===== src/rtl/ram_16x8_sync.sv =====
// ram_16x8_sync: 16 x 8 simple dual-port RAM, one write port and one read port,
// single clock, registered read data (1-cycle latency).
// Synchronous active-high reset clears every word and the read register.
// Optional macro RAM_WR_BYPASS_EN: write-first forwarding on a same-address
// read/write collision. When it is undefined, a collision reads first and returns
// the old contents.

module ram_16x8_sync #(
  parameter int unsigned DATA_WIDTH = 8,
  parameter int unsigned ADDR_WIDTH = 4,
  parameter int unsigned DEPTH      = 16
) (
  input  logic                  clk,
  input  logic                  rst,
  input  logic                  wr_enable,
  input  logic [ADDR_WIDTH-1:0] wr_addr,
  input  logic [DATA_WIDTH-1:0] wr_data,
  input  logic                  rd_enable,
  input  logic [ADDR_WIDTH-1:0] rd_addr,
  output logic [DATA_WIDTH-1:0] rd_data
);

  logic [DATA_WIDTH-1:0] mem [DEPTH];
  logic [DATA_WIDTH-1:0] rd_next_c;

  // Read-port source: stored word, or the incoming write data when forwarding is built in
  always_comb begin
    rd_next_c = mem[rd_addr];
`ifdef RAM_WR_BYPASS_EN
    if (wr_enable && (wr_addr == rd_addr)) begin
      rd_next_c = wr_data;
    end
`endif
  end

  // Storage array: reset clears every word, and reset takes priority over writes
  always_ff @(posedge clk) begin
    if (rst) begin
      for (int unsigned i = 0; i < DEPTH; i++) begin
        mem[i] <= '0;
      end
    end else if (wr_enable) begin
      mem[wr_addr] <= wr_data;
    end
  end

  // Registered read data: holds its value when no read is requested
  always_ff @(posedge clk) begin
    if (rst) begin
      rd_data <= '0;
    end else if (rd_enable) begin
      rd_data <= rd_next_c;
    end
  end

endmodule


===== config.mk =====
export PLATFORM = sky130hd
export DESIGN_NAME = ram_16x8_sync
export DESIGN_NICKNAME = d
export VERILOG_FILES = /design/src/rtl/ram_16x8_sync.sv
export SDC_FILE = /design/constraint.sdc
export NUM_CORES = 1
export LEC_CHECK = 0
export ABC_CLOCK_PERIOD_IN_PS = 2500
export CAP_MARGIN = 40
export CELL_PAD_IN_SITES_DETAIL_PLACEMENT = 0
export CELL_PAD_IN_SITES_GLOBAL_PLACEMENT = 2
export CORE_ASPECT_RATIO = 2
export CORE_UTILIZATION = 43
export DETAILED_ROUTE_END_ITERATION = 16
export PLACE_DENSITY = 0.79
export SYNTH_ARGS = -nofsm -noshare
export SYNTH_HDL_FRONTEND = slang
export SYNTH_SLANG_ARGS = --single-unit

===== constraint.sdc =====
create_clock -name clk -period 2.5 [get_ports clk]
set_input_delay 0.75 -clock clk [delete_from_list [all_inputs] [get_ports clk]]
set_output_delay 0.75 -clock clk [all_outputs]
set_load 0.005 [all_outputs]

==> results.cfg <==
[run_status]
outcome = finished clean

[worst_setup_path]
startpoint_type = primary input
worst-endpoint-required_ns = 2.58
r2r-end = rd_data[1]
end_kind = register
ff2ff_path_depth = 4
r2r_start = mem[2][1]
path_cells = clkdlybuf4s50_1, nor3b_1, buf_4, nand2b_1, nor2_1, or2_1
reg2reg_setup_slack_ns = 1.37
max_stage_delay_ns = 0.47
worstPathMaxFanout = 8
cp_num_buf_inv = 2
crit_family = simple AND/OR/NAND/NOR gates
arrival_ns = 2.29
worstSetupPathType = in -> reg
crit_slowest_cell = clkdlybuf4s50_1

[clock_network]
cts_buffers = 17
cts_buffer_depth = 2
cts_tree = yes
clock_sinks = 136
clk_pin_slew_ns = 0.06
clkLatencyLatePin_ns = 0.41
cts_hold_buf = 0
post_cts_buffers = 0
htree_levels = 4
cts-resized-gates = 0
root_buffer = clkbuf_16

[floorplanning]
die_w_microns = 87.2
ios = 28
initial_core_util = 0.444
core-area_sq_um = 14000
num_rows = 61
die_h_microns = 172
die_area_sq_um = 15000

[sta]
relSlewSlack = 0.629
worst_slew_pin_slew_ns = 0.554
maxSlewViolCount = 0
rsz0062_at_grt = no
skew_ns = 0.00812
fin_crit_ns = 2.22
timing.fmax_ghz = 0.451
fin_crit_sh = 0.886
tns_ns = 0
hold_viol = 0
setup_viol = 0

[power_and_ir_drop]
p_per_area_nw_per_um2 = 739
p_total_mw = 5.70
p_leak_nw = 2.96
ir_worst_vdd_v = 0.000437

[layout]
final_layout_size_suffix_gt1_frac = 0.165
areaGrowthSynthToFinish_pct = 23.6
final_util = 0.549
fin_nets = 560
antennaDiodeCount = 0
finalInstanceArea_sq_um = 7710

[yosys]
synth_seq_cells = 136
synth_most_common_cell = and2_1
synth_cell_types = 23
synthTopCellsByCount = 129 x and2_1, 128 x edfxtp_1, 64 x mux2i_1
synth.yosys.seq_area_share = 0.642
synth.avg_cell_area_sq_um = 13.2
synth_flop_cell = edfxtp_1
syn_nets = 491
ys_warn_count = 0
synth_top_cell_by_area = edfxtp_1
synth_area_leaders = edfxtp_1 62%, and2_1 13%, mux2i_1 10%, a22oi_1 2.9%, dfxtp_1 2.6%
synthArstFlopShare = 0
synth_edf_count = 128
syn_area_sq_um = 6240
synth_cells = 471
synth_top_area_frac = 0.616

[min_path]
hold_start = rd_data[6]
hold_class = reg -> reg
hold_depth = 2
holdPathEnd = rd_data[6]

[place]
hpwl_mm = 10.6
io_buffers = 27
dpl-instance-area_sq_um = 7090
globalplace.congestion = 0.842

[drt]
drt-vias-per-instance = 5.02
drt_iter0_markers = 124
num_vias = 3726
postRouteAntennaNets = 0
dr.pass1.iters = 4
wl_per_cell_microns = 19.7
drc = 0
routed_wl_mm = 14.6

[global_routing]
grt_pass1_vias = 3986
track_usage = 0.213
grt_first_pass_wirelength_mm = 22.0
grt_max_degree = 25
overflow = 0
grt_antenna_before_repair = 0

[flow_run]
drv_cap = 0
placed cells by master, fill, tap and decap left out:
cell / instances
inv_6: 7
clkbuf_8: 1
nor3_1: 2
nor2_1: 14
nor3b_2: 1
nor2b_1: 2
nand2b_1: 3
buf_12: 9
edfxtp_1: 128
or2_1: 8
bufinv_16: 3
dfxtp_1: 8
or2_2: 8
buf_4: 39
clkinv_4: 2
clkbuf_16: 17
nand3b_1: 1
a21oi_1: 8
clkdlybuf4s50_1: 26
nand4bb_1: 1
nor3_2: 2
nand3_1: 24
a22oi_1: 24
mux2i_1: 64
nand2_1: 18
nor3b_1: 1
and2_1: 129
nand4b_1: 1
clkinv_2: 1
clkinvlp_4: 1
per-layer routing:
layer / track usage / routed length, microns
met3: 0.0320 / 312
met5: 0 / 0
met1: 0.210 / 5410
met2: 0.413 / 8440
met4: 0.113 / 447
state kept, by name (all words and copies together) (netlist names):
name / count
mem: 128
rd_data: 8
power breakdown:
group	total, mW	internal [mW]	switching [mW]	leakage, nW
Combinational	0.438	0.197	0.241	1.37
Clock	2.59	1.62	0.972	0.303
Sequential	2.67	2.62	0.0462	1.29
Total	5.70	4.44	1.26	2.96
per-stage QoR:
stage | hold slack, ns | setup WS, ns | cells
6_report | 0.456 | 0.284 | 742
5_1_grt | 0.481 | 0.165 | 742
4_1_cts | 0.460 | 0.298 | 742
3_5_place_dp | 0.446 | -0.106 | 710
3_3_place_gp | 0.446 | -0.105 | 710
2_1_floorplan | 0.450 | 0.512 | 471
worst max-delay path by stage:
stage	from	to	slack [ns]	depth (start not counted)
floorplan	wr_addr[1]	mem[8][0]	0.51	4
CTS	rst	mem[8][0]	0.30	6
global placement	rst	mem[8][1]	-0.11	6
detailed placement	rst	mem[8][3]	-0.11	6
global route	rst	mem[8][6]	0.16	6
finish	rst	mem[8][6]	0.28	6
worst register-to-register path, stage by stage, from the launching register on:
cell	delay, ns
edfxtp_1	0.40
mux2i_1	0.20
a22oi_1	0.12
nand3_1	0.20
nand3_1	0.10
cell type report:
type,instances,area [sq um]
fill,1201,6330
sequential,136,4000
tap,189,236
timing repair buffer,74,733
clock inverter,14,181
multi-input combinational,311,2120
clock buffer,18,439
cells by family after synthesis:
kind of cell	after synthesis	share of synthesized area
AOI/OAI and AO/OA	32	0.0353
and+or+nand+nor	215	0.201
muxes	64	0.103
buffers and inverters	24	0.0189
DFF	136	0.642
No activity file was read; power rests on OpenSTA's default activity.
